File: config.mk
export PLATFORM = sky130hd
export DESIGN_NAME = udma_eth_tx_desc_sched
export DESIGN_NICKNAME = d
export VERILOG_FILES = /design/src/rtl/udma_eth_tx_desc_sched.sv
export SDC_FILE = /design/constraint.sdc
export NUM_CORES = 1
export LEC_CHECK = 0
export ABC_CLOCK_PERIOD_IN_PS = 5230
export CAP_MARGIN = 20
export CORE_ASPECT_RATIO = 0.8
export CORE_MARGIN = 10
export CORE_UTILIZATION = 60
export CTS_BUF_LIST = sky130_fd_sc_hd__clkbuf_8
export CTS_CLUSTER_SIZE = 10
export DETAILED_ROUTE_END_ITERATION = 10
export PLACE_DENSITY = 0.92
export SYNTH_ARGS = -nofsm -noshare
export SYNTH_HDL_FRONTEND = slang
export SYNTH_SLANG_ARGS = --single-unit
File: constraint.sdc
create_clock -name clk_i -period 5.23 [get_ports clk_i]
set_input_delay 1.046 -clock clk_i [delete_from_list [all_inputs] [get_ports clk_i]]
set_output_delay 1.046 -clock clk_i [all_outputs]
set_load 0.05 [all_outputs]
File: src/rtl/udma_eth_tx_desc_sched.sv
// Descriptor scheduler for the Ethernet uDMA TX channel.
// Queues (start address, size) descriptors and launches them one at a time.
// A launch is a single-cycle ch_en_o pulse. Each transfer must finish before the next one starts.
module udma_eth_tx_desc_sched #(
  parameter int L2_AWIDTH_NOAL = 12,
  parameter int TRANS_SIZE     = 16,
  parameter int DEPTH          = 4,
  parameter int TIMEOUT        = 255
) (
  input  logic                      clk_i,
  input  logic                      rstn_i,
  input  logic                      sched_en_i,
  input  logic                      flush_i,
  input  logic                      desc_valid_i,
  output logic                      desc_ready_o,
  input  logic [L2_AWIDTH_NOAL-1:0] desc_addr_i,
  input  logic [TRANS_SIZE-1:0]     desc_size_i,
  output logic [L2_AWIDTH_NOAL-1:0] ch_startaddr_o,
  output logic [TRANS_SIZE-1:0]     ch_size_o,
  output logic                      ch_continuous_o,
  output logic                      ch_en_o,
  input  logic                      ch_en_i,
  input  logic                      ch_pending_i,
  output logic                      busy_o,
  output logic [$clog2(DEPTH):0]    level_o,
  output logic                      done_o,
  output logic                      err_o
);

  localparam int PTR_W = $clog2(DEPTH);
  localparam int LVL_W = PTR_W + 1;
  localparam int CNT_W = $clog2(TIMEOUT + 1);
  localparam logic [CNT_W-1:0] CNT_LAST = CNT_W'(TIMEOUT - 1);
  localparam logic [LVL_W-1:0] LVL_FULL = LVL_W'(DEPTH);

  typedef enum logic [1:0] {
    IDLE,
    LAUNCH,
    WAIT_ACK,
    WAIT_DONE
  } state_t;

  logic [L2_AWIDTH_NOAL-1:0] addr_mem [DEPTH];
  logic [TRANS_SIZE-1:0]     size_mem [DEPTH];
  logic [PTR_W-1:0]          wr_ptr;
  logic [PTR_W-1:0]          rd_ptr;
  logic [LVL_W-1:0]          count;
  logic [CNT_W-1:0]          to_cnt;
  state_t                    state;

  logic push_hs;
  logic push_zero;
  logic push_wr;
  logic launch;
  logic ch_ack;
  logic timeout_hit;

  // Handshake, launch and timeout decode.
  // A zero-size descriptor completes the handshake, but it is never written to the queue.
  always_comb begin
    desc_ready_o = (count != LVL_FULL) && !flush_i;
    push_hs      = desc_valid_i && desc_ready_o;
    push_zero    = push_hs && (desc_size_i == '0);
    push_wr      = push_hs && !push_zero;
    ch_ack       = ch_en_i || ch_pending_i;
    launch       = (state == IDLE) && sched_en_i && (count != '0) && !flush_i && !ch_ack;
    timeout_hit  = (state == WAIT_ACK) && !ch_ack && (to_cnt == CNT_LAST);
  end

  assign busy_o          = (state != IDLE);
  assign level_o         = count;
  assign ch_continuous_o = 1'b0;

  // Descriptor storage: data only, so no reset is needed.
  always_ff @(posedge clk_i) begin
    if (push_wr) begin
      addr_mem[wr_ptr] <= desc_addr_i;
      size_mem[wr_ptr] <= desc_size_i;
    end
  end

  // Queue pointers and level.
  // The pointers wrap naturally because DEPTH is a power of 2.
  // A flush wins over any pop.
  always_ff @(posedge clk_i or negedge rstn_i) begin
    if (!rstn_i) begin
      wr_ptr <= '0;
      rd_ptr <= '0;
      count  <= '0;
    end else if (flush_i) begin
      wr_ptr <= '0;
      rd_ptr <= '0;
      count  <= '0;
    end else begin
      if (push_wr) wr_ptr <= wr_ptr + 1'b1;
      if (launch)  rd_ptr <= rd_ptr + 1'b1;
      case ({push_wr, launch})
        2'b10:   count <= count + 1'b1;
        2'b01:   count <= count - 1'b1;
        default: count <= count;
      endcase
    end
  end

  // Launch FSM with registered channel config, launch pulse, done and error pulses.
  always_ff @(posedge clk_i or negedge rstn_i) begin
    if (!rstn_i) begin
      state          <= IDLE;
      to_cnt         <= '0;
      ch_en_o        <= 1'b0;
      done_o         <= 1'b0;
      err_o          <= 1'b0;
      ch_startaddr_o <= '0;
      ch_size_o      <= '0;
    end else begin
      ch_en_o <= 1'b0;
      done_o  <= 1'b0;
      err_o   <= push_zero || timeout_hit;
      case (state)
        IDLE: begin
          if (launch) begin
            ch_startaddr_o <= addr_mem[rd_ptr];
            ch_size_o      <= size_mem[rd_ptr];
            ch_en_o        <= 1'b1;
            state          <= LAUNCH;
          end
        end
        LAUNCH: begin
          to_cnt <= '0;
          state  <= WAIT_ACK;
        end
        WAIT_ACK: begin
          if (ch_ack) begin
            state <= WAIT_DONE;
          end else if (to_cnt == CNT_LAST) begin
            state <= IDLE;
          end else begin
            to_cnt <= to_cnt + 1'b1;
          end
        end
        WAIT_DONE: begin
          if (!ch_ack) begin
            done_o <= 1'b1;
            state  <= IDLE;
          end
        end
        default: state <= IDLE;
      endcase
    end
  end

endmodule

Word-level counts from Yosys, hierarchy flattened
Memories as Yosys holds them, arrays and structs flattened. A register that Yosys moved wholly into a read port is not among the register bits.
Cells that the tools add are included.
- RAM bits: 112
- input bits: 35
- word-level logic and storage cells: 75
- memories: 2
- output and inout bits: 37
- bits in registers: 20
- memories (name ; words ; bits a word ; rd ports ; clocked after Yosys merged registers in ; wr ports ; RTL line ; RTL):
    size_mem ; 4 ; 16 ; 1 ; 1 ; 1 ; 44 ; logic [TRANS_SIZE-1:0] size_mem [DEPTH];
    addr_mem ; 4 ; 12 ; 1 ; 1 ; 1 ; 43 ; logic [L2_AWIDTH_NOAL-1:0] addr_mem [DEPTH];
- add/subtract/negate cells: 5
- reductions and logical operators: 28
- muxes and demuxes: 20
- eq/ne operators: 12
- operators with widths (kind ; count):
    logical NOT 16 bit ; 1
    2-to-1 mux 2 bit ; 8
    2-to-1 mux 8 bit ; 2
    case mux 8 bit (2 select lines) ; 1
    logical AND 1 bit ; 10
    adder 8 x 1 -> 8 bit, second input constant ; 1
    == test 8 bit, second input constant ; 1
    != test 2 bit, second input constant ; 4
    case mux 2 bit (4 select lines) ; 1
    nonzero test 2 bit ; 4
    == test 2 bit, second input constant ; 3
    2-to-1 mux 1 bit ; 6
    case mux 3 bit (2 select lines) ; 1
    AND reduction 3 bit ; 2
    nonzero test 3 bit ; 2
    logical NOT 1 bit ; 5
    adder 2 x 1 -> 2 bit, second input constant ; 2
    == test 2 x 1 -> 1 bit, second input constant ; 2
    adder 3 x 1 -> 3 bit, second input constant ; 1
    2-to-1 mux 3 bit ; 1
    != test 3 x 2 -> 1 bit, second input constant ; 1
    != test 3 bit, second input constant ; 1
    subtractor 3 x 1 -> 3 bit, second input constant ; 1
    logical NOT 2 bit ; 1
    2 further kinds ; 3

Longest topological paths before layout
- word-level depth: 9
- depth in mapped cells: 9
- mapped depth without buffers: 8

Worst setup path after synthesis
OpenSTA, ideal clock, no wires.
- path kind: in2out
- start point: in flush_i
- end point: out desc_ready_o
- data required time: 4.184 ns
- path buffers: 1
- stages: 2
- slack: 2.169 ns
- arrival: 2.015 ns
- path through: buf_2 -> a21oi_1
- word-level cells in the longest chain between the ends: 2
- ends and longest elaborated chain (element ; RTL line ; RTL):
    start, declared ; 13 ; input logic flush_i,
    logical NOT 1 bit ; 61 ; desc_ready_o = (count != LVL_FULL) && !flush_i;
    logical AND 1 bit ; 61 ;
    end, declared ; 15 ; output logic desc_ready_o,
Every way passes these cells.

Worst setup path in the final report
Same ends and word-level chain as after synthesis.

==> impl_results.md <==
* Status: finished clean
* Number of global-route vias before repair at 3,501
* Critical Path End Type: output port
* Top-area cell type share of the netlist area at 0.537
* Initial detailed-routing violation count at 205
* Sequential area share after synthesis at 0.729
* Core area at 0.0102 mm^2
* H-tree levels at 4
* Synth Register Bits at 160
* R2r endpoint: level_o[2]
* Remaining global-route overflow at 0
* Critical path's slowest cell: clkdlybuf4s50_1
* Syn_area_per_cell at 19.6 um^2
* Vias/cell at 5.73
* Post-Syn Area at 0.00626 mm^2
* VDD IR max at 0.353 mV
* Most frequent CP cell: clkdlybuf4s50_1
* GRT Overall Usage at 0.165
* CP Capture Point: desc_ready_o
* Die ar. at 0.0149 mm^2
* Bufs on Longest Clock Path at 2
* WP depth at 3
* Worst Reg-to-Reg Cells at 8
* Final Util at 0.738
* Top FF cell, synth: edfxtp_1
* TritonRoute pass-1 iters at 4
* RePlAce Congestion at 0.768
* Async SR Flop Fraction at 0.300
* DRC at 0
* FMAX at 263 MHz
* Global-route wire length before repair at 18.9 mm
* Arrival time of the worst setup path at 2.75 ns
* CP cell instances: clkdlybuf4s50_1, a21oi_1, clkdlybuf4s50_1
* Worst-Margin Slew at 0.775 ns
* Worst hold slack at 0.493 ns
* Share of cells above drive strength 1 at 0.223
* FF-to-FF setup slack at 2.79 ns
* Crit path launch: flush_i
* Worst EP required at 4.18 ns
* Min-delay worst type: reg -> reg
* Post-CTS setup repair buffer count at 0
* Dominant cell type by area after synthesis: edfxtp_1
* Leak at 2.77 nW
* Slew Limit Headroom at 0.483
* Final period util at 0.727
* Initial antenna violation count at 0
* Layout area overhead at 20.7%
* Max FO, Critical Path at 9
* Syn_nets at 362
* # hold bufs at CTS at 0
* Ant diodes at 0
* Critical path class: in -> out
* Bufs and invs on worst path at 2
* Die W at 134 um
* Worst reg2reg startpoint: level_o[0]
* Starting density of the core at 0.611
* Clk root buf: clkbuf_8
* IO Count at 72
* Fin crit period at 3.80 ns
* Most instantiated library cell after synthesis: edfxtp_1
* Per-cell routed wire length at 21.0 um
* Post-synth EDFFs at 112
* RSZ-0062 raised after global routing: false
* Fin. Hold Viols at 0
* Post-synth top cells: 112 x edfxtp_1, 48 x dfrtp_1, 28 x mux4_2, 14 x mux2_1, 14 x mux2_2
* Final setup TNS at 0 ns
* ANT nets after route at 0
* Placed cell areas at 0.00711 mm^2
* Nets@finish at 446
* Clock transition at path regs at 0.08 ns
* Warnings, synthesis at 0
* DP HPWL at 7.20 mm
* # rows at 33
* Clk_skew at 0.00838 ns
* Clk sink count at 160
* Final WL at 11.7 mm
* Top Family by Delay on Critical Path: buffers and inverters
* Die H at 111 um
* Top area cells in the synthesized netlist: edfxtp_1 54%, dfrtp_1 19%, mux4_2 10%
* Vias at 3,190
* TritonCTS clock tree: yes
* Total CTS buffers at 17
* CP max stage delay at 0.84 ns
* Power Density at 367 mW/mm^2
* Gate Count Post-Synth at 320
* Max-slew violations at 0
* Crit path launch type: input port
* I/O Buffers at 70
* Min-delay src: ch_startaddr_o[2]
* Number of max-cap violations at 0
* Final setup vio count at 0
* Number of gates resized after CTS at 0
* Post-Layout Inst Area at 0.00756 mm^2
* Synth cell types at 47
* Largest net degree at the start of global routing at 49
* Clk_lat worst skew at 0.44 ns
==> worst register-to-register path, stage by stage, from the launching register on <==
cell and delay [ns]:
dfrtp_1 0.47, nor2_1 0.12, a211oi_4 0.37, and2_1 0.38
nor2_1 0.11, fa_1 0.39, a211oi_1 0.25, nor3_1 0.08
nor3_1 0.18
==> registers in the layout, summed over array words and instances, names as in the netlist <==
register and count:
done_o 1, level_o 3, addr_mem 48, rd_ptr 2, err_o 1, ch_size_o 16
wr_ptr 2, size_mem 64, to_cnt 8, ch_en_o 1, state 2, ch_startaddr_o 12
==> where the power goes <==
part           internal [mW]  switching [mW]  leakage (nW)
Combinational          0.133           0.213         0.881
Clock                  0.538           0.424         0.217
Sequential              1.42          0.0420          1.67
Total                   2.09           0.678          2.77
==> layout by cell type (no fill, tap or decap), drive strengths merged, types with 5 or more instances in the layout <==
cell type      synthesis  layout
and3                   6       6
buf                    9       8
clkbuf                 3      19
clkdlybuf4s50          0      69
dfrtp                 48      48
edfxtp               112     112
ha                     6       6
inv                    7      10
mux2                  29      29
mux4                  28      28
nand2                  5       5
nand3                  9       9
nor2                  11      11
o21ai                  8       8
==> cell type report <==
type	count	area (um^2)
fillers	647	2680
multi-input cells	141	1600
repair buffers	77	761
inverters	7	26.3
well taps	140	175
flip-flops and latches	160	4570
clock inverters	13	168
clock buffers	19	262
==> layer usage <==
layer | global-route usage | wire length, um
met3 | 0.0562 | 743
met2 | 0.267 | 5910
met1 | 0.200 | 4860
met4 | 0.0673 | 192
met5 | 0 | 0
==> stage by stage <==
step | instances | setup WS, ns | power (mW)
after floorplan | 320 | 2.17 | 1.69
after global placement | 524 | 1.47 | 1.83
after detailed placement | 524 | 1.44 | 1.84
after CTS | 556 | 1.44 | 2.79
after global routing | 557 | 1.35 | 2.87
final | 557 | 1.43 | 2.77
==> worst min-delay path by stage <==
stage | to | slack [ns] | depth (start not counted)
4_1_cts | ch_startaddr_o[2] | 0.50 | 1
2_1_floorplan | to_cnt[6] | 0.44 | 1
6_report | ch_startaddr_o[2] | 0.49 | 1
3_3_place_gp | to_cnt[6] | 0.46 | 1
3_5_place_dp | ch_startaddr_o[2] | 0.48 | 1
5_1_grt | ch_startaddr_o[8] | 0.53 | 1
==> kinds of logic (layout without fill, tap and decap cells) <==
family | Yosys count | count (layout) | synth area share
adder cells (fa/ha/maj) | 7 | 7 | 0.0152
AND/OR/NAND/NOR | 51 | 51 | 0.0518
XOR/XNOR | 5 | 5 | 0.00999
multiplexers | 58 | 58 | 0.155
AO/OA/AOI/OAI | 19 | 19 | 0.0228
buffers and inverters | 19 | 116 | 0.0156
other | 1 | 1 | 0.000599
flip-flops | 160 | 160 | 0.729
Note: power is estimated with default switching activity, not from simulation.
==> edit 1, RTL diff (same settings) <==
Encoding of `state_t`: now Gray code (2 bits for 4 states).
--- a/src/rtl/udma_eth_tx_desc_sched.sv
+++ b/src/rtl/udma_eth_tx_desc_sched.sv
@@ -34,10 +34,10 @@
   localparam logic [LVL_W-1:0] LVL_FULL = LVL_W'(DEPTH);
 
   typedef enum logic [1:0] {
-    IDLE,
-    LAUNCH,
-    WAIT_ACK,
-    WAIT_DONE
+    IDLE      = 2'b00,
+    LAUNCH    = 2'b01,
+    WAIT_ACK  = 2'b11,
+    WAIT_DONE = 2'b10
   } state_t;
 
   logic [L2_AWIDTH_NOAL-1:0] addr_mem [DEPTH];
Check against the original RTL: same outputs for any inputs over 10 cycles, from zero or initial values and one cycle with rstn_i low; not proved beyond that.
==> edit 1 against the original RTL <==
Setup slack worse by 31 ps. Sequential cell count stayed put. Via count grew 2.3%. Utilization about the same. Wire length up 4.0%. Area after synthesis is 1.2% higher. Cell area increased by 0.35%. Highest routed layer unchanged.
Power is not compared: it rests on default switching activity, and its combinational part moved more than twofold at a synthesized area within 25%.
==> edit 1: results <==
export IMPL_avgSynthCellArea_um2=19.09
export IMPL_vias_per_cell=5.773
export IMPL_antenna_found_initial=0
export IMPL_fin_hold_ws_ps=485.9
export IMPL_ir_drop_mv=0.5485
export IMPL_ys_seq_area_share_pct=72.02
export IMPL_hold_path_startpoint="ch_startaddr_o[3]"
export IMPL_ys_warn_count=0
export IMPL_syn_nets=374
export IMPL_first_global_vias=3479
export IMPL_placed_cells=532
export IMPL_clk_latency_ps=440
export IMPL_synthArstFlopShare_pct=30.00
export IMPL_slowest_stage="clkdlybuf4s50_1"
export IMPL_place_congestion=0.7867
export IMPL_grt_max_degree=49
export IMPL_layoutNonFillerInstCount=565
export IMPL_synth_cell_types=53
export IMPL_grtUsageTotal_pct=16.67
export IMPL_post_place_ws_ps=1392
export IMPL_crit_fanout=9
export IMPL_placed_area_um2=7158
export IMPL_netlist_top_cells_count="edfxtp_1 (112), dfrtp_1 (48), mux4_2 (28)"
export IMPL_grt_pass1_wl_um=19370
export IMPL_hold_end="ch_startaddr_o[3]"
export IMPL_drt_pass1_iter_count=5
export IMPL_arrival_ps=2790
export IMPL_clock_skew_final_ps=15.35
export IMPL_clockBufferDepth=2
export IMPL_r2r_cells=4
export IMPL_outcome="finished clean"
export IMPL_r2r_end="size_mem[2][5]"
export IMPL_layout_drive_gt1_share_pct=24.00
export IMPL_post_drt_wl_per_cell_um=21.55
export IMPL_hpwlAfterDp_um=7814
export IMPL_nets=454
export IMPL_synth_area_top_cells="edfxtp_1 (53%), dfrtp_1 (19%), mux4_2 (10%)"
export IMPL_cts_clk_slew_worst_paths_ps=80
export IMPL_drt_initial_drc_count=418
export IMPL_tightest_slew_ps=1022
export IMPL_reg2reg_slack_ps=2730
## edit 1: layer usage
layer	GRT usage (%)	wire, um	part of all wire (%)
met5	0	0	0
met2	25.47	5952	49
met3	5.795	843	6.9
met1	21.82	5205	43
met4	5.793	174	1.4
## edit 1: report_power, final
group | leakage (nW) | internal (mW) | switching (mW)
combinational | 0.881 | 0.371 | 0.639
clock | 0.210 | 0.446 | 0.457
sequential | 1.63 | 1.52 | 0.123
total | 2.72 | 2.34 | 1.22
## edit 1: cell type report
class / count / area [um^2]
fillers: 611 / 2699
repair buffers: 75 / 745.7
multi-input cells: 149 / 1658
well taps: 140 / 175.2
flip-flops and latches: 160 / 4566
clock inverters: 14 / 156.4
inverters: 9 / 33.78
clock buffers: 18 / 247.7
## edit 1: cells by family after synthesis
| group | synth area share (%) |
|---|---|
| flip-flops | 72.02 |
| adder cells (fa/ha/maj) | 1.500 |
| multiplexers | 15.58 |
| AO/OA/AOI/OAI | 3.475 |
| other | 0.05917 |
| AND/OR/NAND/NOR | 5.153 |
| XOR/XNOR | 0.3950 |
| buffers and inverters | 1.816 |
## edit 1: worst register-to-register path, stage by stage (launching register included)
cell and delay [ps]:
dfrtp_1 500, nor2_2 90, a211oi_4 350, and3_1 900, buf_4 360
## edit 1: how the worst max path moves through the flow
stage	start	endpoint	slack, ps	cells past startpoint
detailed placement	flush_i	desc_ready_o	1390	3
CTS	flush_i	desc_ready_o	1390	3
floorplan	flush_i	desc_ready_o	2150	2
global route	flush_i	desc_ready_o	1330	3
global placement	flush_i	desc_ready_o	1410	3
finish	flush_i	desc_ready_o	1400	3
==> edit 2, RTL diff (config.mk and constraints unchanged) <==
Made on the original files. Change the parameter `DEPTH` from 4 to 8.
--- a/src/rtl/udma_eth_tx_desc_sched.sv
+++ b/src/rtl/udma_eth_tx_desc_sched.sv
@@ -4,7 +4,7 @@
 module udma_eth_tx_desc_sched #(
   parameter int L2_AWIDTH_NOAL = 12,
   parameter int TRANS_SIZE     = 16,
-  parameter int DEPTH          = 4,
+  parameter int DEPTH          = 8,
   parameter int TIMEOUT        = 255
 ) (
   input  logic                      clk_i,
Interface: changed (resized level_o); port bits go from 72 to 73. The function was not compared with the original's and may differ.
==> edit 2 against the original RTL <==
Count of clock-buffer cells in the layout is 27 higher. Combinational power grew to 2.9 times the old value. Sequential cell count is 115 higher. Via count is 75% higher. Die area is 58% higher. Cell area is 65% higher. Synthesized cell count is 73% higher. Setup slack better by 77 ps. Wire length is 86% higher. Area after synthesis is 70% higher. Power is 90% higher. Register-to-register slack worse by 410 ps. Critical endpoint unchanged.
==> edit 2: results <==
export IMPL_netlist_top_cells_count="edfxtp_1 (224), mux4_2 (56), dfrtp_1 (51)"
export IMPL_r2r_start="level_o[0]"
export IMPL_hp_class="reg2reg"
export IMPL_reg2reg_slack_ps=2380
export IMPL_r2r_end="size_mem[7][4]"
export IMPL_outcome="finished clean"
export IMPL_cts_root_buf="clkbuf_8"
export IMPL_fin_hold_ws_ps=478.7
export IMPL_antenna_diode_count=0
export IMPL_ys_warn_count=0
export IMPL_antenna_found_initial=0
export IMPL_synth_area_top_cells="edfxtp_1 (63%), dfrtp_1 (12%), mux4_2 (12%)"
export IMPL_grt_pass1_wl_um=34120
export IMPL_ys_seq_area_share_pct=75.01
export IMPL_crit_fanout=12
export IMPL_hold_path_cell_count=2
export IMPL_clock_skew_final_ps=9.069
export IMPL_layout_drive_gt1_share_pct=20.20
export IMPL_ctsResizeCount=0
export IMPL_hpwlAfterDp_um=12450
export IMPL_routed_wl_um=21740
export IMPL_post_cts_buffers=0
export IMPL_r2r_cells=6
export IMPL_first_global_vias=5875
export IMPL_grtUsageTotal_pct=18.64
export IMPL_htree_levels=2
export IMPL_nets=696
export IMPL_synthArstFlopShare_pct=18.55
export IMPL_endpoint="desc_ready_o"
export IMPL_ir_drop_mv=0.3674
export IMPL_clockBufferDepth=3
export IMPL_grt_max_degree=63
export IMPL_cp_startpoint="flush_i"
export IMPL_drt_initial_drc_count=500
export IMPL_syn_nets=597
export IMPL_drt_pass1_iter_count=4
export IMPL_num_vias=5569
export IMPL_hold_end="ch_size_o[1]"
export IMPL_synth_edff_count=224
export IMPL_hold_path_startpoint="ch_size_o[1]"
export IMPL_portBuffers=71
export IMPL_arrival_ps=2680
export IMPL_reg_top3="size_mem: 128 flops, addr_mem: 96 flops, ch_size_o: 16 flops"
export IMPL_cts_clk_slew_worst_paths_ps=60
export IMPL_place_congestion=0.8248
export IMPL_synth_cell_types=50
export IMPL_p_leak_nw=4.181
export IMPL_cts_made_buffers=41
export IMPL_clk_latency_ps=540
export IMPL_max_slew_margin_rel_pct=26.76
edit 2: cell count changes after synthesis, moves of 5 or more:
cell / change
clkbuf_1: +14
edfxtp_1: +112
mux2_2: -13
o21ai_0: +32
nand2_1: +37
mux4_2: +28
o21ai_1: -5
mux2_1: -14
nor4_1: +6
mux2i_1: +28
and3_1: -6
edit 2: area by class of cell:
class	count	area, um^2
Inverter	6	22.52
Multi-Input combinational cell	247	2569
Timing Repair Buffer	83	795.8
Clock buffer	46	633.1
Tap cell	225	281.5
Fill cell	1019	4935
Sequential cell	275	8009
Clock inverter	26	132.6
edit 2: stage by stage:
step | utilization [%] | std cells | setup WS, ps | instance area [um^2]
finish | 71.60 | 908 | 1506 | 12440
global route | 71.60 | 908 | 1294 | 12440
CTS | 71.60 | 908 | 1503 | 12440
detailed placement | 67.20 | 836 | 1064 | 11680
global placement | 67.20 | 836 | 1249 | 11680
floorplan | - | 555 | 144.7 | 10670
edit 2: logic make-up after synthesis:
family	after synthesis	synth area share (%)
adders and majority gates	7	0.8913
AOI/OAI and AO/OA	52	2.885
muxes	86	14.65
other	1	0.03515
buffers and inverters	33	1.349
xor gates and xnor gates	7	0.5747
DFF	275	75.01
and+or+nand+nor	94	4.609
edit 2: where the power goes:
group	switching [mW]	leakage, nW	internal [mW]
clock	0.769	0.465	0.853
sequential	0.111	2.71	2.53
combinational	0.657	1.01	0.342
total	1.54	4.18	3.73
edit 2: routing by layer:
layer | global-route usage, % | wire length (um)
met1 | 25.04 | 9192
met2 | 29.48 | 10520
met4 | 6.213 | 438
met3 | 4.560 | 1587
met5 | 0 | 0
edit 2: critical path, stage by stage:
cell	delay, ps
clkdlybuf4s50_1	620
nor2b_1	190
clkdlybuf4s50_1	820
